==> src/rtl/ulpi_pkg.sv <==
// ulpi_pkg: shared ULPI link-side constants and state encoding.
// Used by the transmit framer and the ULPI receive block.
package ulpi_pkg;

  localparam logic [1:0] TXCMD_TRANSMIT  = 2'b01;
  localparam logic [7:0] ULPI_ABORT_BYTE = 8'hFF;

  typedef enum logic [2:0] {
    ST_IDLE,
    ST_CMD,
    ST_DATA,
    ST_STOP,
    ST_DRAIN,
    ST_GAP
  } ulpi_state_t;

  function automatic logic [7:0] txcmd(
    input logic [3:0] pid_lo
  );
    return {TXCMD_TRANSMIT, 2'b00, pid_lo};
  endfunction

endpackage

==> src/rtl/ulpi_tx_framer.sv <==
// ulpi_tx_framer: AXI4-Stream packet -> ULPI transmit (TXCMD, nxt-paced
// data, stp), with dir turnaround, underrun abort and optional IPG.
// Ports: clock/reset (sync, active-high); s_t* packet stream in;
// ulpi_dir_i/ulpi_nxt_i from PHY; ulpi_data_o/ulpi_stp_o to PHY;
// busy_o, underrun_o, lost_o status.
// Macro ULPI_TX_IPG_EN: adds GAP state holding off IPG_CYCLES cycles.
module ulpi_tx_framer
  import ulpi_pkg::*;
#(
  parameter int IPG_CYCLES = 8
) (
  input  logic       clock,
  input  logic       reset,
  input  logic       s_tvalid,
  output logic       s_tready,
  input  logic       s_tlast,
  input  logic [7:0] s_tdata,
  input  logic       ulpi_dir_i,
  input  logic       ulpi_nxt_i,
  output logic [7:0] ulpi_data_o,
  output logic       ulpi_stp_o,
  output logic       busy_o,
  output logic       underrun_o,
  output logic       lost_o
);

`ifdef ULPI_TX_IPG_EN
  localparam ulpi_state_t POST = ST_GAP;
  localparam int CW = $clog2(IPG_CYCLES + 1);
  logic [CW-1:0] gap_q;
`else
  localparam ulpi_state_t POST = ST_IDLE;
`endif

  ulpi_state_t state_q;
  logic        last_q;
  logic [7:0]  txcmd_q;
  logic [7:0]  data_q;
  logic        stp_q;
  logic        underrun_q;
  logic        lost_q;
  logic        xfer;

  // Ready never looks at s_tvalid; dir always wins over nxt.
  always_comb begin
    s_tready = 1'b0;
    if (!reset) begin
      case (state_q)
        ST_IDLE:  s_tready = !ulpi_dir_i;
        ST_CMD,
        ST_DATA:  s_tready = ulpi_nxt_i && !last_q
                             && !ulpi_dir_i;
        ST_DRAIN: s_tready = 1'b1;
        default:  s_tready = 1'b0;
      endcase
    end
  end

  assign xfer = s_tvalid && s_tready;

  always_ff @(posedge clock) begin
    if (reset) begin
      state_q    <= ST_IDLE;
      last_q     <= 1'b0;
      txcmd_q    <= 8'h00;
      data_q     <= 8'h00;
      stp_q      <= 1'b0;
      underrun_q <= 1'b0;
      lost_q     <= 1'b0;
`ifdef ULPI_TX_IPG_EN
      gap_q      <= '0;
`endif
    end else begin
      stp_q      <= 1'b0;
      underrun_q <= 1'b0;
      lost_q     <= 1'b0;
`ifdef ULPI_TX_IPG_EN
      if (state_q != ST_GAP)
        gap_q <= CW'(IPG_CYCLES - 1);
      else if (gap_q != '0)
        gap_q <= gap_q - 1'b1;
`endif
      case (state_q)
        ST_IDLE: begin
          data_q <= 8'h00;
          if (xfer) begin
            data_q  <= txcmd(s_tdata[3:0]);
            txcmd_q <= txcmd(s_tdata[3:0]);
            last_q  <= s_tlast;
            state_q <= ST_CMD;
          end
        end
        ST_CMD, ST_DATA: begin
          if (ulpi_dir_i) begin
            // Turnaround in CMD just defers the TXCMD.
            data_q <= 8'h00;
            if (state_q == ST_DATA) begin
              lost_q  <= 1'b1;
              state_q <= last_q ? POST : ST_DRAIN;
            end
          end else if (ulpi_nxt_i) begin
            if (last_q) begin
              stp_q   <= 1'b1;
              data_q  <= 8'h00;
              state_q <= ST_STOP;
            end else if (s_tvalid) begin
              data_q  <= s_tdata;
              last_q  <= s_tlast;
              state_q <= ST_DATA;
            end else begin
              // Abort with a forced bit-stuff error.
              stp_q      <= 1'b1;
              data_q     <= ULPI_ABORT_BYTE;
              underrun_q <= 1'b1;
              state_q    <= ST_DRAIN;
            end
          end else if (state_q == ST_CMD) begin
            data_q <= txcmd_q;
          end
        end
        ST_STOP: begin
          data_q  <= 8'h00;
          last_q  <= 1'b0;
          state_q <= POST;
        end
        ST_DRAIN: begin
          data_q <= 8'h00;
          last_q <= 1'b0;
          if (xfer && s_tlast)
            state_q <= POST;
        end
        ST_GAP: begin
          data_q <= 8'h00;
`ifdef ULPI_TX_IPG_EN
          if (gap_q == '0)
            state_q <= ST_IDLE;
`else
          state_q <= ST_IDLE;
`endif
        end
        default: state_q <= ST_IDLE;
      endcase
    end
  end

  assign ulpi_data_o = data_q;
  assign ulpi_stp_o  = stp_q;
  assign underrun_o  = underrun_q;
  assign lost_o      = lost_q;
  assign busy_o      = (state_q != ST_IDLE);

endmodule

==> config.mk <==
export PLATFORM = sky130hd
export DESIGN_NAME = ulpi_tx_framer
export DESIGN_NICKNAME = d
export VERILOG_FILES = /design/src/rtl/ulpi_pkg.sv /design/src/rtl/ulpi_tx_framer.sv
export SDC_FILE = /design/constraint.sdc
export NUM_CORES = 1
export LEC_CHECK = 0
export BUFFER_PORTS_ARGS = -buffer_cell sky130_fd_sc_hd__clkbuf_2
export CAP_MARGIN = 10
export CORE_MARGIN = 3
export CORE_UTILIZATION = 55
export DETAILED_ROUTE_END_ITERATION = 8
export PLACE_DENSITY = 0.82
export SLEW_MARGIN = 30
export SYNTH_ARGS = -nofsm -noshare
export SYNTH_HDL_FRONTEND = slang
export SYNTH_SLANG_ARGS = --single-unit
==> constraint.sdc <==
create_clock -name clock -period 2.9 [get_ports clock]
set_clock_uncertainty 0.05 [all_clocks]
set_input_delay 0.87 -clock clock [delete_from_list [all_inputs] [get_ports clock]]
set_output_delay 0.87 -clock clock [all_outputs]
set_load 0.01 [all_outputs]
# == Word level (Yosys, flattened, before mapping) ==
# Cells that the tools add are included.
# totals
wordCells,69
reg_bits,20
input_bits,14
output_inout_bits,13
# op_classes
muxes,27
bitwise,3
n_eq_ne,12
n_reduce_logical,20
# ops
cell,n
two-way mux 8 bit,5
two-way mux 3 bit,8
one-hot mux 8 bit (3 select lines),1
two-way mux 1 bit,9
one-hot mux 3 bit (3 select lines),1
nonzero test 3 bit,3
!= test 2 bit (second input constant),4
AND reduction 4 bit,2
two-way mux 7 bit,1
== test 3 x 2 -> 1 bit (second input constant),2
== test 3 bit (second input constant),2
!= test 3 bit (second input constant),2
one-hot mux 1 bit (3 select lines),2
OR reduction 3 bit,2
OR reduction 5 bit,1
logical AND 1 bit,4
!= test 4 bit (second input constant),1
AND reduction 2 bit,2
OR reduction 2 bit,2
OR reduction 4 bit,1
== test 3 x 1 -> 1 bit (second input constant),1
logical NOT 3 bit,1
inverter 1 bit,3
logical NOT 1 bit,2

# == Longest topological paths before layout ==
# logic_depth
depth_word,9
ltp_mapped,7

# == Least setup slack after synthesis ==
# OpenSTA, ideal clock, no wires.
# synth_path
path_type,input -> output
startpoint,input ulpi_nxt_i
endpoint,output s_tready
slack_ps,454
n_path_buf,1
t_arrival_ps,1526
required_time_ps,1980
cell_stages,5
path_cell_list,buf_1 -> a31oi_1 -> nor2_1 -> a21oi_1 -> nor2_1
# synth_via
elab_chain_len,4
# synth_lines
item,line_no,rtl
start: declaration,ulpi_tx_framer.sv:19,"input logic ulpi_nxt_i,"
logical AND 1 bit,ulpi_tx_framer.sv:51,ST_DATA: s_tready = ulpi_nxt_i && !last_q
logical AND 1 bit,ulpi_tx_framer.sv:52,&& !ulpi_dir_i;
one-hot mux 1 bit (3 select lines),ulpi_tx_framer.sv:48,case (state_q)
two-way mux 1 bit,ulpi_tx_framer.sv:47,if (!reset) begin
end: declaration,ulpi_tx_framer.sv:15,"output logic s_tready,"
# No other way between the ends.

# == Final worst setup path ==
# layout_path
startpoint,register state_q[1]
endpoint,output s_tready
# layout_via
elab_chain_len,4
elab_cells_between_ends,7
classes_between,eq/ne (3); mux (2); reduce/logical (2)
# layout_lines
item,line_no,rtl
start: declaration,ulpi_tx_framer.sv:35,ulpi_state_t state_q;
start signal: assignment,ulpi_tx_framer.sv:99,state_q <= last_q ? POST : ST_DRAIN;
== test 3 x 2 -> 1 bit or == test 3 x 1 -> 1 bit (tied branches),ulpi_tx_framer.sv:48,
OR reduction 2 bit,ulpi_tx_framer.sv:48,
one-hot mux 1 bit (3 select lines) (*),ulpi_tx_framer.sv:48,
two-way mux 1 bit (*),ulpi_tx_framer.sv:47,
# Mark *: on every way between the ends. The rest lies on a longest branch, timed or not.

==> impl_results.md <==
* Num CTS Buffers at 3
* Post-CTS setup buffers at 0
* Fmax at 391 MHz
* Fin Setup TNS at 0 ns
* Ant. Diodes at 0
* HP Class: reg -> reg
* Worst Path Max Fanout at 11
* Starting Density at 60.0%
* Final Util at 68.7%
* Cell Area, Synth at 0.00107 mm2
* DRT Pass-1 Iters at 4
* Combinational fraction of design power at 14.4%
* Sequential fraction of the synthesis area at 37.4%
* Non-Filler Instances at 188
* Final hold vios at 0
* Die Area at 0.00251 mm2
* H-tree levels at 1
* Cts hold-fix bufs at 0
* CTS tree: yes
* CTS Root Cell: clkbuf_4
* Die Span Y at 50.1 um
* Ports at 27
* Clock transition at path regs at 0.12 ns
* Final setup fails at 0
* P_sw at 0.156 mW
* Largest net degree at the start of global routing at 20
* Clock share of power at 37.5%
* Max clock buf depth at 2
* Met3 wire len at 156 um
* DR WL/cell at 12.8 um
* CTS Sinks at 20
* Congestion Overflow GR at 0
* WP data arrival at 1.64 ns
* Core area at 0.00178 mm2
* CP endpoint kind: output port
* #FFs+latches synth at 20
* CP peak stage delay at 0.65 ns
* Commonest non-fill, non-tap cell in the layout: clkbuf_2
* Met2 Wirelength at 1.12 mm
* DP HPWL at 1.79 mm
* # fillers at 158
* Die width at 50.1 um
* Time the worst path needs with I/O delays and setup at 2.56 ns
* Final wirelength at 2.41 mm
* Sw Share at 25.3%
* Vias/cell at 5.68
* Internal power at 0.459 mW
* Post-CTS sizing at 0
* Unrepaired setup endpoints after global routing: false
* Share of cells above drive strength 1 at 22.1%
* CP startpoint kind: register
* CP bufs+invs at 1
* Pleak at 0.528 nW
* Vias at 1068
* Critical Path Most Common Cell: nor2_1
* Post-synthesis net count at 155
* First-pass GRT wire length at 4.14 mm
* Synth Warn # at 0
* Top Family by Delay on Critical Path: flip-flops
* Slew Limit Fails at 0
* Drt drc at 0
* Cell count after synthesis at 141
* Final Cycle Share at 88.3%
* Max_slew headroom at 66.8%
* Placement Rows at 15
* VDD IR max at 0.000329 V
* Power per cell area at 502 mW/mm2
* Slew @ Worst Pin at 0.498 ns
* Status: finished, final reports clean
* Area grow syn2layout at 14.5%
* DR top layer: met4
* Cell count after placement at 184
* Seq pwr share at 48.0%
* Final ANT Viol Nets at 0
* IO buf count at 26
* DR iter-0 viols at 35
* Worst path slowest cell: dfxtp_1
* Worst-skew pair later-pin latency at 0.30 ns
* Routability-driven placement congestion ratio at 0.938
* Crit Path Category: reg -> out
* Most frequent cells in the layout: clkbuf_2, nand2_1, dfxtp_1, a21oi_1, nor2_1
* Max-cap viol count at 0
* Met1 wire length at 1.11 mm
* Aggregate global-route resource usage at 20.9%
* Initial antenna violation count at 0
* Synthesized area per cell at 7.59 um2
* Number of nets in the layout at 178
* Number of global-route vias before repair at 971
* Yosys cell types at 37
* CP Cell Sequence: nand2_1 -> a31oi_1 -> nor2_1 -> a21oi_1 -> nor2_1 -> clkbuf_2
* CP Data Required Time at 1.98 ns
-- cells in the mapped netlist --
master	count	area (um2)
nor3_1	2	10.0
maj3_1	1	10.0
o211ai_1	5	37.5
buf_2	1	5.00
a32oi_1	1	8.76
nor2_1	15	56.3
nand2_1	23	86.3
nor2b_1	1	6.26
buf_6	3	33.8
nand3_1	6	30.0
o311ai_0	1	8.76
buf_4	2	15.0
mux2i_1	1	10.0
nand2b_1	2	12.5
a21boi_0	1	7.51
dfxtp_1	20	400
buf_1	1	3.75
clkbuf_2	1	5.00
a211o_1	1	8.76
a21oi_1	18	90.1
clkbuf_1	1	3.75
o21a_1	1	7.51
nor4b_4	1	23.8
nand2_2	1	6.26
a31oi_1	2	12.5
nor2_2	2	12.5
xor2_1	1	8.76
o22ai_1	4	25.0
a22o_1	1	8.76
clkinv_1	1	3.75
a21o_1	1	7.51
o21ai_0	8	40.0
inv_1	6	22.5
nor4_1	1	6.26
nor2_4	1	11.3
o32ai_1	2	17.5
or3_1	1	6.26
-- power by group through the flow --
stage	Sequential, mW	Clock (mW)	Combinational, mW
2_1_floorplan	0.297	0	0.0699
5_1_grt	0.297	0.249	0.0995
6_report	0.295	0.231	0.0887
3_5_place_dp	0.301	0	0.0882
4_1_cts	0.295	0.237	0.0885
3_3_place_gp	0.301	0	0.0857
-- final cells by class --
cell class / instances / area, um2 / share of cell area (%)
flip-flops and latches: 20 / 400 / 32.7
well taps: 25 / 31.3 / 2.55
clock buffers: 3 / 22.5 / 1.84
multi-input cells: 105 / 577 / 47.1
inverters: 7 / 26.3 / 2.15
repair buffers: 27 / 138 / 11.2
clock inverters: 1 / 30.0 / 2.45
-- worst reg2reg max path: stages, from the launching register on --
cell and delay, ns:
dfxtp_1 0.48, nor4b_4 0.56, a22o_1 0.21, a21oi_1 0.06, a211o_1 0.23, a21oi_1 0.13
-- metrics by stage --
step | power (mW) | setup slack (ns) | hold slack, ns | instance area (um2)
CTS | 0.620 | 0.328 | 0.414 | 1220
detailed placement | 0.389 | 0.383 | 0.397 | 1170
global route | 0.645 | 0.141 | 0.451 | 1220
floorplan | 0.367 | 0.454 | 0.382 | 1070
global placement | 0.386 | 0.408 | 0.386 | 1170
finish | 0.614 | 0.340 | 0.415 | 1220
-- final timing paths --
check | end | slack, ns | from | depth (start not counted)
max | s_tready | 0.34 | state_q[1] | 6
min | txcmd_q[2] | 0.41 | txcmd_q[2] | 2
min reg2reg | txcmd_q[2] | 0.41 | txcmd_q[2] | 2
max reg2reg | last_q | 1.13 | state_q[1] | 5
-- kinds of logic (layout without fill, tap and decap cells) --
group	Yosys count	after routing	share of synthesized area [%]
muxes	1	1	0.936
adders and majority gates	1	1	0.936
buffers and inverters	16	38	8.65
and+or+nand+nor	56	56	25.0
DFF	20	20	37.4
AOI/OAI and AO/OA	46	46	26.2
xor gates and xnor gates	1	1	0.819
-- per-layer routing --
layer	global-route usage [%]	vias to the layer above
met4	9.68	0
met5	0	-
met2	32.0	47
met1	28.1	478
li1	-	539
met3	3.93	4
-- flip-flops by register name (all words and copies together) (netlist names) --
signal and cells:
txcmd_q 5, lost_o 1, last_q 1, state_q 3, underrun_o 1, ulpi_data_o 8
ulpi_stp_o 1
Power figures use the tool's default switching activity.
